### config.mk
export PLATFORM = sky130hd
export DESIGN_NAME = frame_serializer
export DESIGN_NICKNAME = d
export VERILOG_FILES = /design/src/rtl/frame_serializer_pkg.sv /design/src/rtl/frame_serializer_buf.sv /design/src/rtl/frame_serializer.sv
export SDC_FILE = /design/constraint.sdc
export NUM_CORES = 1
export LEC_CHECK = 0
export ABC_AREA = 1
export BUFFER_PORTS_ARGS = -buffer_cell sky130_fd_sc_hd__buf_4
export CELL_PAD_IN_SITES_DETAIL_PLACEMENT = 1
export CELL_PAD_IN_SITES_GLOBAL_PLACEMENT = 1
export CORE_ASPECT_RATIO = 1.25
export CORE_MARGIN = 1.5
export CORE_UTILIZATION = 50
export CTS_CLUSTER_DIAMETER = 80
export DETAILED_ROUTE_END_ITERATION = 7
export MAX_ROUTING_LAYER = met4
export PLACE_DENSITY = 0.84
export SYNTH_ARGS = -nofsm -noshare
export SYNTH_HDL_FRONTEND = slang
export SYNTH_HIERARCHICAL = 1
export SYNTH_SLANG_ARGS = --single-unit
### constraint.sdc
create_clock -name sysclk -period 3.45 [get_ports sysclk]
set_input_delay 0.69 -clock sysclk [delete_from_list [all_inputs] [get_ports sysclk]]
set_output_delay 0.69 -clock sysclk [all_outputs]
set_load 0.03 [all_outputs]
### src/rtl/frame_serializer_pkg.sv
// Shared types and sizing for the frame serializer and its character buffer.
package frame_serializer_pkg;

    localparam int FB_DEPTH = 16;
    localparam int FB_AW    = 4;
    localparam int CHAR_W   = 8;

    typedef enum logic [1:0] {
        IDLE  = 2'd0,
        LOAD  = 2'd1,
        SHIFT = 2'd2
    } state_t;

endpackage

### src/rtl/frame_serializer_buf.sv
// 16x8 character buffer: synchronous write, combinational read, async clear.
// Read has zero latency; a same-edge write is seen only by the following cycle.
module frame_buf
    import frame_serializer_pkg::*;
(
    input  logic              sysclk,
    input  logic              rst_n,
    input  logic              wr_en,
    input  logic [FB_AW-1:0]  wr_addr,
    input  logic [CHAR_W-1:0] wr_data,
    input  logic [FB_AW-1:0]  rd_addr,
    output logic [CHAR_W-1:0] rd_data
);

    logic [CHAR_W-1:0] mem_q [FB_DEPTH];

    always_ff @(posedge sysclk or negedge rst_n) begin
        if (!rst_n) begin
            for (int i = 0; i < FB_DEPTH; i++) begin
                mem_q[i] <= '0;
            end
        end else if (wr_en) begin
            mem_q[wr_addr] <= wr_data;
        end
    end

    assign rd_data = mem_q[rd_addr];

endmodule

### src/rtl/frame_serializer.sv
// Serializes buffer entry addr[3:0] MSB-first whenever the address changes; one LOAD cycle then 8 bit cycles.
// No backpressure: enable only gates new bytes; a started byte always runs to completion.
module frame_serializer
    import frame_serializer_pkg::*;
(
    input  logic              sysclk,
    input  logic              rst_n,
    input  logic              wr_en,
    input  logic [FB_AW-1:0]  wr_addr,
    input  logic [CHAR_W-1:0] wr_data,
    input  logic [FB_AW:0]    addr,
    input  logic              enable,
    output logic              ser_out,
    output logic              ser_valid,
    output logic              frame_sync,
    output logic              busy
);

    state_t            state_q;
    logic [FB_AW-1:0]  cur_addr_q;
    logic [FB_AW-1:0]  last_addr_q;
    logic [CHAR_W-1:0] shreg_q;
    logic [2:0]        bit_cnt_q;
    logic              sent_q;
    logic              ser_valid_q;
    logic              frame_sync_q;
    logic              busy_q;
    logic [CHAR_W-1:0] rd_data;
    logic              trigger;
    logic              addr_unused;

    assign addr_unused = addr[FB_AW];
    assign trigger     = enable && (!sent_q || (addr[FB_AW-1:0] != last_addr_q));

    frame_buf u_buf (
        .sysclk  (sysclk),
        .rst_n   (rst_n),
        .wr_en   (wr_en),
        .wr_addr (wr_addr),
        .wr_data (wr_data),
        .rd_addr (cur_addr_q),
        .rd_data (rd_data)
    );

    // shreg drains to zero after 8 shifts, so its MSB is a clean 0 outside SHIFT.
    always_ff @(posedge sysclk or negedge rst_n) begin
        if (!rst_n) begin
            state_q      <= IDLE;
            cur_addr_q   <= '0;
            last_addr_q  <= '0;
            shreg_q      <= '0;
            bit_cnt_q    <= '0;
            sent_q       <= 1'b0;
            ser_valid_q  <= 1'b0;
            frame_sync_q <= 1'b0;
            busy_q       <= 1'b0;
        end else begin
            case (state_q)
                IDLE: begin
                    if (trigger) begin
                        state_q    <= LOAD;
                        cur_addr_q <= addr[FB_AW-1:0];
                        busy_q     <= 1'b1;
                    end
                end
                LOAD: begin
                    shreg_q      <= rd_data;
                    bit_cnt_q    <= 3'd7;
                    frame_sync_q <= (cur_addr_q == '0);
                    ser_valid_q  <= 1'b1;
                    state_q      <= SHIFT;
                end
                SHIFT: begin
                    frame_sync_q <= 1'b0;
                    shreg_q      <= {shreg_q[CHAR_W-2:0], 1'b0};
                    if (bit_cnt_q == 3'd0) begin
                        state_q     <= IDLE;
                        ser_valid_q <= 1'b0;
                        busy_q      <= 1'b0;
                        last_addr_q <= cur_addr_q;
                        sent_q      <= 1'b1;
                    end else begin
                        bit_cnt_q <= bit_cnt_q - 3'd1;
                    end
                end
                default: state_q <= IDLE;
            endcase
        end
    end

    assign ser_out    = shreg_q[CHAR_W-1];
    assign ser_valid  = ser_valid_q;
    assign frame_sync = frame_sync_q;
    assign busy       = busy_q;

endmodule

Word-level counts from Yosys, hierarchy flattened. Index checks and enable logic that the tools add are counted.

Register bits: 153. Input port bits: 21. Output and inout bits: 4. Word-level logic and storage cells: 69.

$add $sub $neg: 1. $lt $le $gt $ge: 3. Equality and inequality tests: 6. Mux-type cells: 17. Bitwise operators: 2. Reduce and logical (&&, ||, !) cells: 15.

Operators with widths (count): $bwmux W128 (1); $bmux W8 S4 (1); $demux W8 S4 (1); $mux W8 (3); $pmux W8 S2 (1); $ge A5 B5 Y1 const B (2); $not A4 Y5 (2); $reduce_and A2 Y1 (5); $ne A2 B2 Y1 const B (3); $pmux W1 S2 (3); $pmux W2 S3 (1); $pmux W3 S2 (1); $lt A5 B1 Y1 const B (1); $logic_not A4 Y1 (1); $mux W2 (2); $ne A4 B4 Y1 (1); $reduce_bool A2 Y1 (2); $logic_not A3 Y1 (1); $mux W3 (1); $reduce_and A3 Y1 (1); $sub A3 B1 Y3 const B (1); $eq A2 B1 Y1 const B (1); $eq A2 B2 Y1 const B (1); $logic_and A1 B1 Y1 (2); other kinds (4) (5).

Depth between registers and ports, before layout. Gate-level depths: netlist (run 1).

Depth in word-level cells: 6. Mapped depth: 11. Depth with buffers taken out: 10.

Hierarchy. The synthesis (run 1) kept the hierarchy.

Modules (own cells, without submodules): frame_buf (instances 1, cells each 850, area an instance 6271.0 sq um, sequential area each 3203.1 sq um); frame_serializer (instances 1, cells each 145, area an instance 1212.4 sq um, sequential area each 625.6 sq um).

Worst setup path before layout (run 1). OpenSTA, ideal clock, no wires.

Kind: input port to flip-flop. Start point: in wr_addr[3]. End point: reg u_buf/mem_q[64] (netlist name). Library setup time: 126 ps. Data arrival time: 1437 ps. Data required time: 3324 ps. Path slack: 1887 ps. Stages: 5. Path buffers: 1. Cells stage by stage: inv_1 -> nand3_1 -> nor2_1 -> buf_2 -> o21ai_0.

Word-level cells in the longest chain between the ends: 6. Elaborated cells on any way between the ends: 7. Classes of those cells: order compare (2); mux (3); bitwise (1); reduce/logical (1).

Ends and longest elaborated chain: from (decl) (line frame_serializer.sv:9) `input logic [FB_AW-1:0] wr_addr,`; $not A4 Y5 (not written as such) * (line frame_serializer_buf.sv:23) `mem_q[wr_addr] <= wr_data;`; $ge A5 B5 Y1 (not written as such) / $lt A5 B1 Y1 (equally long branches) (line frame_serializer_buf.sv:23); $logic_and A1 B1 Y1 (not written as such) (line frame_serializer_buf.sv:23); $mux W8 (not written as such) (line frame_serializer_buf.sv:23); $demux W8 S4 * (line frame_serializer_buf.sv:23); $bwmux W128 * (line frame_serializer_buf.sv:23); to (signal, indexed assignment) (line frame_serializer_buf.sv:23); to (decl) (line frame_serializer_buf.sv:15) `logic [CHAR_W-1:0] mem_q [FB_DEPTH];`.

Mark *: on every way between the ends. The rest lies on a longest branch, timed or not. A chain may end at the register's enable or synchronous reset.

Worst setup path in the final report (run 1).
Start point: reg cur_addr_q[1]. End point: reg shreg_q[6].

Word-level cells in the longest chain between the ends: 5.

Ends and longest elaborated chain: from (decl) (line frame_serializer.sv:20) `logic [FB_AW-1:0] cur_addr_q;`; from (signal assigned) (line frame_serializer.sv:62) `cur_addr_q <= addr[FB_AW-1:0];`; $not A4 Y5 (not written as such) (line frame_serializer_buf.sv:27) `assign rd_data = mem_q[rd_addr];`; $bmux W8 S4 (line frame_serializer_buf.sv:27); $mux W8 (not written as such) (2 in series) (line frame_serializer_buf.sv:27); named net rd_data[6] (line frame_serializer.sv:28) `logic [CHAR_W-1:0] rd_data;`; $pmux W8 S2 (line frame_serializer.sv:58) `case (state_q)`; to (signal assigned) (line frame_serializer.sv:67) `shreg_q <= rd_data;`; to (signal assigned) (line frame_serializer.sv:75) `shreg_q <= {shreg_q[CHAR_W-2:0], 1'b0};`; to (decl) (line frame_serializer.sv:22) `logic [CHAR_W-1:0] shreg_q;`.

The timed path passes the listed nets, and every way through them passes these cells. The select of a mux whose other input is x is not followed.

==> metrics.yaml, run 1 <==
yosys:
  ys.flop_type: "dfrtp_1"
  synthArstFlopShare: 1.00
  synth_common_cells: "nand2_1 (309), inv_1 (156), o21ai_0 (154), dfrtp_1 (153), nand3_1 (122)"
  synth_edf_count: 0
  syn_area_per_cell_um2: 7.52
  synth_top_area_frac: 0.512
  syn_inst: 995
  synthTopCellsByArea: "dfrtp_1 (51%), nand2_1 (15%), o21ai_0 (10%)"
  synth_area_leader_cell: "dfrtp_1"
  post-synth-top-count-cell: "nand2_1"
  yosysWarnings: 6
  synth.cell_area_um2: 7480
  yosysSeqAreaShare: 0.512
  ys_types: 24
  syn_nets: 1022
  ys_seq_elements: 153
setup_path:
  endpoint_kind: "flop"
  crit_required_ps: 3800
  worstPathMaxFanout: 22
  start_kind: "flop"
  arrival_ps: 2610
  critical_path_class: "reg -> reg"
sta:
  fin_crit_sh: 0.655
  finalSetupTns_ps: 0
  fmax_mhz: 443
  tightest_slew_ps: 1000
  drv_slew: 0
  rsz0062_at_grt: "false"
  finalHoldViolCount: 0
  period_minus_slack_ps: 2260
  setup_viol: 0
  finalClockSkew_ps: 7.63
  relSlewSlack: 0.328
  whs_ps: 313
grt:
  grt.overflow.total: 0
  track_usage: 0.300
  grt_pass1_wl_um: 35400
  grt_start_max_net_pins: 84
  grt_pass1_vias: 6860
  antenna_found_initial: 0
die:
  die_x_um: 112
  initial_core_util: 0.515
  die_area_um2: 15700
  ioPinCount: 25
  core_area_um2: 14500
  die_h_um: 140
  std_cell_rows: 49
job:
  maxCapViolCount: 0
placement:
  place.gp.congestion: 0.785
  dp_hpwl_um: 13300
  io_buffers: 23
  dp_cells: 1153
routing:
  avgRoutedWirePerCell_um: 17.9
  vias: 6410
  first_iter_violations: 407
  avgViaCountPerCell: 5.41
  drc: 2
  antenna_left: 0
  routed_wl_um: 21200
  drt_first_pass_iters: 8
status:
  violations: "DRC"
  status: "finished, violations left"
finish:
  post-route-util: 0.577
  nets: 1021
  instances_no_fill: 1185
  nFillCells: 1799
  regArea_um2: 3830
  drive_above_1_share: 0.0765
  multiInputGateArea_um2: 2830
  area_growth_pct: 12.1
  n_antenna_cell: 0
clock_network:
  cts-buffers-inserted: 17
  cts_tree: "yes"
  ctsHoldBuffers: 0
  post_cts_buffers: 0
  clkLatencyLatePin_ps: 440
  root_buffer: "clkbuf_16"
  cts.repair.resized: 0
  cts.sinks: 153
  clk_path_buf_depth: 2
  clkSlewWorstSetupHoldPaths_ps: 60
  cts.htree.levels: 4
pwr:
  ir_drop_mv: 0.488
  p_per_area_nw_per_um2: 838
  finalPower_mw: 7.03
  p_leak_nw: 4.25
worst_hold_path:
  hp-class: "in -> async"
[critical path, cell delays in order (launching register included)]
cell and delay [ps]:
dfrtp_1 380, inv_1 690, buf_4 330, nand3_1 110, nand3_1 110, nand3_1 120
nand2_1 160, o21ai_0 120, o21ai_0 160
[cells by family (layout without fill, tap and decap cells)]
kind of cell / Yosys count / count (layout) / synth area share
AND/OR/NAND/NOR: 463 / 463 / 0.260
adder cells (fa/ha/maj): 6 / 6 / 0.0100
XOR/XNOR: 1 / 1 / 0.00117
AO/OA/AOI/OAI: 160 / 160 / 0.107
buffers and inverters: 212 / 224 / 0.110
flip-flops: 153 / 153 / 0.512
[state kept, by name, indices dropped and copies added (netlist names), 2 cells and up]
| signal | cells |
|---|---|
| cur_addr_q | 4 |
| bit_cnt_q | 3 |
| state_q | 2 |
| u_buf/mem_q | 128 |
| last_addr_q | 4 |
| shreg_q | 8 |
[worst paths after layout]
kind / startpoint / end / slack, ps / depth (start not counted)
setup reg to reg: cur_addr_q[1]$_DFFE_PN0P_ / shreg_q[6]$_DFFE_PN0P_ / 1190 / 8
min in group sysclk: sent_q$_DFFE_PN0P_ / sent_q$_DFFE_PN0P_ / 470 / 2
setup / recovery: cur_addr_q[1]$_DFFE_PN0P_ / shreg_q[6]$_DFFE_PN0P_ / 1190 / 8
hold reg to reg: sent_q$_DFFE_PN0P_ / sent_q$_DFFE_PN0P_ / 470 / 2
max in group asynchronous: rst_n / u_buf/mem_q[79]$_DFFE_PN0P_ / 2350 / 2
hold / removal: rst_n / u_buf/mem_q[38]$_DFFE_PN0P_ / 310 / 1
[cells in the final DEF, fill, tap and decap left out]
master,Yosys,layout
a21oi_1,2,2
buf_12,0,2
buf_4,2,30
buf_6,0,1
bufinv_16,0,4
clkbuf_1,27,3
clkbuf_16,0,17
clkbuf_8,0,4
clkinv_1,2,2
clkinv_2,0,4
dfrtp_1,153,152
dfrtp_2,0,1
ha_1,6,6
inv_1,156,156
inv_2,1,1
nand2_1,309,309
nand2_2,2,2
nand2_4,1,1
nand3_1,122,122
nand4_1,2,2
nor2_1,17,17
nor2_2,5,5
nor2_4,1,1
nor3_2,2,2
o211ai_1,1,1
o21ai_0,154,154
o21ai_1,3,3
or2_2,2,2
xor2_1,1,1
[power by group]
group	total [mW]	leakage, nW	switching [mW]	internal, mW
Combinational	2.54	2.05	1.76	0.784
Clock	2.01	0.314	0.731	1.28
Sequential	2.47	1.88	0.210	2.26
Total	7.03	4.25	2.70	4.33
[routing by layer]
metal / part of all wire / global-route usage / vias up / routed length, µm
met5: 0 / - / - / 0
li1: - / - / 3084 / -
met2: 0.49 / 0.493 / 136 / 10400
met4: 0.031 / 0.127 / 0 / 648
met1: 0.44 / 0.363 / 3140 / 9280
met3: 0.041 / 0.0571 / 50 / 873
[through the flow]
stage / cell area (µm²) / worst slack [ps]
floorplan: 7480 / 1890
global placement: 7760 / 1320
detailed placement: 7760 / 1240
CTS: 8390 / 1260
global route: 8390 / 1090
finish: 8390 / 1190
[cell type report]
cell class	count	share of cell area
multi-input cells	630	0.338
clock buffers	24	0.0586
flip-flops and latches	153	0.456
repair buffers	33	0.0330
inverters	159	0.0711
clock inverters	8	0.0167
well taps	178	0.0265
Power figures use the tool's default switching activity.
==> run 2: changes to the inputs <==
CORE_UTILIZATION = 46   (was 50)
PLACE_DENSITY = 0.78   (was 0.84)
clock period = 2.23 ns   (was 3.45 ns; I/O delays follow)
==> run 2 against run 1 <==
  * The flow now finishes without violations
  * Critical path depth is 1 higher
  * Clock skew down 1.8 ps
  * Sequential power grew 55%
  * Register-to-register slack worse by 810 ps
  * Cell area increased by 2.4%
  * Wire length up 1.4%
  * First-iteration DRC count decreased by 2.2%
  * Critical path type unchanged
  * Largest power group unchanged
==> metrics.yaml, run 2 (synthesized netlist as in run 1, its figures left out) <==
finish:
  area_growth_pct: 14.8
  layout_commonest_cell: "nand2_1"
  n_antenna_cell: 0
  drive_above_1_share: 0.0909
  reg_top3: "u_buf/mem_q (128), shreg_q (8)"
  instances_no_fill: 1235
  largest-register: "u_buf/mem_q"
  largest_register_ffs: 128
  layout_common_cells: "nand2_1 (309), inv_1 (156), o21ai_0 (154), dfrtp_1 (152), nand3_1 (122)"
  nets: 1037
worst_hold_path:
  hold_path_depth: 3
  hp-class: "in -> reg"
grt:
  antenna_found_initial: 0
  grt.overflow.total: 0
  track_usage: 0.277
  grt_start_max_net_pins: 62
  grt_pass1_vias: 6621
  grt_pass1_wl_um: 35100
routing:
  vias: 6440
  avgRoutedWirePerCell_um: 17.4
  avgViaCountPerCell: 5.21
  routed_wl_um: 21500
  drc: 0
  antenna_left: 0
  drt_first_pass_iters: 5
  first_iter_violations: 398
die:
  initial_core_util: 0.475
  die_area_um2: 17000
  die_x_um: 117
  ioPinCount: 25
  core_area_um2: 15800
  std_cell_rows: 51
  die_h_um: 146
clock_network:
  clk_path_buf_depth: 2
  cts.sinks: 153
  post_cts_buffers: 0
  cts-buffers-inserted: 17
  clkSlewWorstSetupHoldPaths_ps: 60
  root_buffer: "clkbuf_16"
  clkLatencyLatePin_ps: 430
  cts.htree.levels: 4
  cts_tree: "yes"
sta:
  relSlewSlack: 0.586
  fin_crit_sh: 0.831
  whs_ps: 252
  finalHoldViolCount: 0
  period_minus_slack_ps: 1850
  rsz0062_at_grt: "false"
  setup_viol: 0
  tightest_slew_ps: 619
  fin_ws_ps: 378
  finalClockSkew_ps: 5.86
  fmax_mhz: 540
  finalSetupTns_ps: 0
  drv_slew: 0
setup_path:
  slowest_stage: "dfrtp_2"
  crit_required_ps: 2520
  rr_endpoint: "shreg_q[4]$_DFFE_PN0P_"
  r2r-start: "cur_addr_q[0]$_DFFE_PN0P_"
  arrival_ps: 2150
  path_cells: "clkinv_1, buf_4, nand2_1, nand3_1, nand3_1, nand3_1, nand2_1, o21ai_0, o21ai_0"
  cpMostUsedCell: "nand3_1"
  critical_path_class: "reg -> reg"
  worstPathMaxFanout: 29
  reg2reg_slack_ps: 380
  setup.worst_path.end: "shreg_q[4]$_DFFE_PN0P_"
  rr_worst_depth: 9
  slowest_delay_ps: 430
  endpoint_kind: "flop"
  cp-startpoint: "cur_addr_q[0]$_DFFE_PN0P_"
  start_kind: "flop"
placement:
  dp_cells: 1202
  dp_hpwl_um: 13800
  place.gp.congestion: 0.795
  place_ws_ps: 405
  io_buffers: 23
pwr:
  finalPower_mw: 10.9
  p_leak_nw: 4.34
  ir_drop_mv: 0.656
  p_per_area_nw_per_um2: 1270
status:
  status: "complete, no violations"
job:
  maxCapViolCount: 0
## run 2: layout make-up
| cell class | count | area, µm² |
|---|---|---|
| timing repair buffer | 49 | 449 |
| multi-input combinational | 630 | 2830 |
| clock inverter | 8 | 115 |
| clock buffer | 24 | 502 |
| sequential | 153 | 3830 |
| fill | 1983 | 7170 |
| tap | 212 | 265 |
| inverter | 159 | 597 |
## run 2: metrics by stage
step | instance area (µm²) | utilization
CTS | 8590 | 0.545
floorplan | 7480 | -
finish | 8590 | 0.545
global route | 8590 | 0.545
detailed placement | 7960 | 0.505
global placement | 7960 | 0.505
## run 2: per-layer routing
| layer | GRT usage | share of wire | routed length [µm] |
|---|---|---|---|
| met1 | 0.363 | 0.45 | 9720 |
| met2 | 0.439 | 0.50 | 10700 |
| met3 | 0.0533 | 0.032 | 684 |
| met4 | 0.0777 | 0.015 | 320 |
| met5 | - | 0 | 0 |
## run 2: how the worst min path moves through the flow
stage	startpoint	to	slack [ps]
2_1_floorplan	rst_n	bit_cnt_q[0]$_DFFE_PN0P_	150
3_3_place_gp	rst_n	u_buf/mem_q[69]$_DFFE_PN0P_	370
5_1_grt	addr[2]	cur_addr_q[2]$_DFFE_PN0P_	250
4_1_cts	addr[2]	cur_addr_q[2]$_DFFE_PN0P_	240
6_report	addr[2]	cur_addr_q[2]$_DFFE_PN0P_	250
3_5_place_dp	rst_n	u_buf/mem_q[71]$_DFFE_PN0P_	370
## run 2: repair_timing
action,in CTS,in global routing
hold endpoints to repair,33,0
resized for setup,0,0
hold buffers,1,0
## run 2: critical path: cells and delay by family (launching register included)
kind | cells | cell delay [ps]
buffers and inverters | 2 | 450
flip-flops | 1 | 430
AO/OA/AOI/OAI | 2 | 310
AND/OR/NAND/NOR | 5 | 510
## run 2: power by group
group | leakage (nW) | internal (mW) | total (mW) | switching, mW
Combinational | 2.15 | 1.33 | 4.07 | 2.74
Clock | 0.310 | 1.90 | 3.03 | 1.13
Sequential | 1.88 | 3.50 | 3.83 | 0.333
Total | 4.34 | 6.72 | 10.9 | 4.20
==> run 3: changes to the inputs <==
CORE_UTILIZATION = 42   (was 46)
PLACE_DENSITY = 0.75   (was 0.78)
clock period = 1.7 ns   (was 2.23 ns; I/O delays follow)
==> run 3 against run 2 <==
  * The flow now finishes with violations (setup timing)
  * Clock skew up 3.8 ps
  * Via count grew 4.3%
  * Register-to-register slack got worse by 400 ps
  * Total power is 47% higher
  * Critical path depth up 2
==> metrics.yaml, run 3 (synthesized netlist as in run 1, its figures left out) <==
status:
  status: "finished, violations left"
  violations: "setup timing"
setup_path:
  arrival_ps: 2030
  reg2reg_slack_ps: -20
  rr_worst_depth: 11
  crit_required_ps: 2010
  timing.critical_path.max_delay_family: "flip-flops"
  path_cells: "clkinv_4, buf_12, buf_12, nand2_4, nand2_2, nand2_2, nand3_4, nand3_2, nand2_1, o21ai_1, o21ai_1"
  worstPathMaxFanout: 8
  cp-startpoint: "cur_addr_q[0]$_DFFE_PN0P_"
  r2r-start: "cur_addr_q[0]$_DFFE_PN0P_"
  critical_path_class: "reg -> reg"
  slowest_stage: "dfrtp_2"
  start_kind: "flop"
  slowest_delay_ps: 490
  timing.critical_path.buf_inv: 3
  endpoint_kind: "flop"
  cp.depth: 11
  setup.worst_path.end: "shreg_q[1]$_DFFE_PN0P_"
  rr_endpoint: "shreg_q[1]$_DFFE_PN0P_"
sta:
  whs_ps: 153
  relSlewSlack: 0.649
  finalHoldViolCount: 0
  fin_crit_sh: 1.01
  fin_ws_ps: -20.2
  tightest_slew_ps: 527
  period_minus_slack_ps: 1720
  fmax_mhz: 581
  drv_slew: 0
  finalClockSkew_ps: 9.67
  rsz0062_at_grt: "true"
  finalSetupTns_ps: -20.2
  setup_viol: 1
die:
  die_x_um: 122
  die_h_um: 152
  std_cell_rows: 54
  ioPinCount: 25
  die_area_um2: 18600
  core_area_um2: 17400
  initial_core_util: 0.429
finish:
  post-route-util: 0.533
  area_growth_pct: 24.2
  reg_top3: "u_buf/mem_q (128), shreg_q (8)"
  stdcell_area_um2: 9300
  largest-register: "u_buf/mem_q"
  n_antenna_cell: 0
  layout_commonest_cell: "nand2_1"
  largest_register_ffs: 128
  nets: 1067
  layout_common_cells: "nand2_1 (296), inv_1 (156), dfrtp_1 (152), o21ai_0 (140), nand3_1 (80)"
  drive_above_1_share: 0.174
pwr:
  p_leak_nw: 4.65
  p_per_area_nw_per_um2: 1730
  finalPower_mw: 16.1
  ir_drop_mv: 0.830
placement:
  placed_area_um2: 8120
  io_buffers: 23
  place.gp.congestion: 0.819
  dp_hpwl_um: 15400
routing:
  avgViaCountPerCell: 5.26
  vias: 6714
  drc: 0
  drt_first_pass_iters: 5
  avgRoutedWirePerCell_um: 19.1
  antenna_left: 0
  first_iter_violations: 466
  routed_wl_um: 24400
grt:
  grt.overflow.total: 0
  antenna_found_initial: 0
  grt-busiest-layer: "met2"
  grt_pass1_vias: 7005
  grt_pass1_wl_um: 37100
  track_usage: 0.269
  grtUsageMet1: 0.332
  grtUsageMet2: 0.434
  grt_start_max_net_pins: 46
  grt_use_met3: 0.0438
clock_network:
  clkSlewWorstSetupHoldPaths_ps: 60
  cts.htree.levels: 4
  root_buffer: "clkbuf_16"
  clk_path_buf_depth: 2
  cts-buffers-inserted: 17
  cts.sinks: 153
  clkLatencyLatePin_ps: 430
  cts_tree: "yes"
job:
  maxCapViolCount: 0
worst_hold_path:
  hp-class: "in -> reg"
[run 3: cell count changes in the layout (fill, tap and decap cells not counted), moves of 5 or more]
cell       previous run  this run
buf_4                41        56
clkbuf_16            17        22
nand2_1             309       296
nand2_2               2        13
nand3_1             122        80
nand3_2               0        39
o21ai_0             154       140
o21ai_1               3        13
[run 3: layout make-up]
| type | count | area [µm²] |
|---|---|---|
| Clock buffer | 25 | 515 |
| Clock inverter | 6 | 86.3 |
| Fill cell | 2145 | 8130 |
| Inverter | 159 | 602 |
| Multi-Input combinational cell | 630 | 3130 |
| Sequential cell | 153 | 3830 |
| Tap cell | 224 | 280 |
| Timing Repair Buffer | 79 | 855 |
[run 3: tightest hold or removal path: stages]
cell and delay [ps]:
buf_4 90, nand2_1 40, o21ai_0 60
[run 3: metal layers]
metal	routed length [µm]	vias up	part of all wire
met5	0	-	0
met4	878	0	0.036
met3	785	52	0.032
met2	12200	145	0.50
met1	10500	3340	0.43
li1	-	3177	-
[run 3: stage by stage]
stage / setup slack (ps) / std cells
floorplan: 214 / 995
finish: -20.2 / 1276
global placement: 62.9 / 1230
detailed placement: 14.8 / 1230
global route: -82.8 / 1276
CTS: 8.48 / 1263
[run 3: where the power goes]
part	internal (mW)	total, mW	switching (mW)
clock	2.39	3.92	1.53
combinational	2.70	7.02	4.32
sequential	4.58	5.11	0.528
[run 3: timing repair]
action / CTS / global route
setup buffers: 0 / 8
hold buffers: 1 / 0
pin swaps: 0 / 29
endpoints found under the setup margin: 3 / 9
gates cloned: 1 / 5
gates resized for setup: 3 / 88
endpoints found under the hold margin: 39 / 0
[run 3: how the worst min path moves through the flow]
stage | from | to | cells after the start
floorplan | rst_n | bit_cnt_q[0]$_DFFE_PN0P_ | 0
global placement | rst_n | u_buf/mem_q[47]$_DFFE_PN0P_ | 1
detailed placement | rst_n | u_buf/mem_q[47]$_DFFE_PN0P_ | 1
CTS | addr[2] | cur_addr_q[2]$_DFFE_PN0P_ | 3
global route | addr[3] | cur_addr_q[3]$_DFFE_PN0P_ | 3
finish | addr[2] | cur_addr_q[2]$_DFFE_PN0P_ | 3
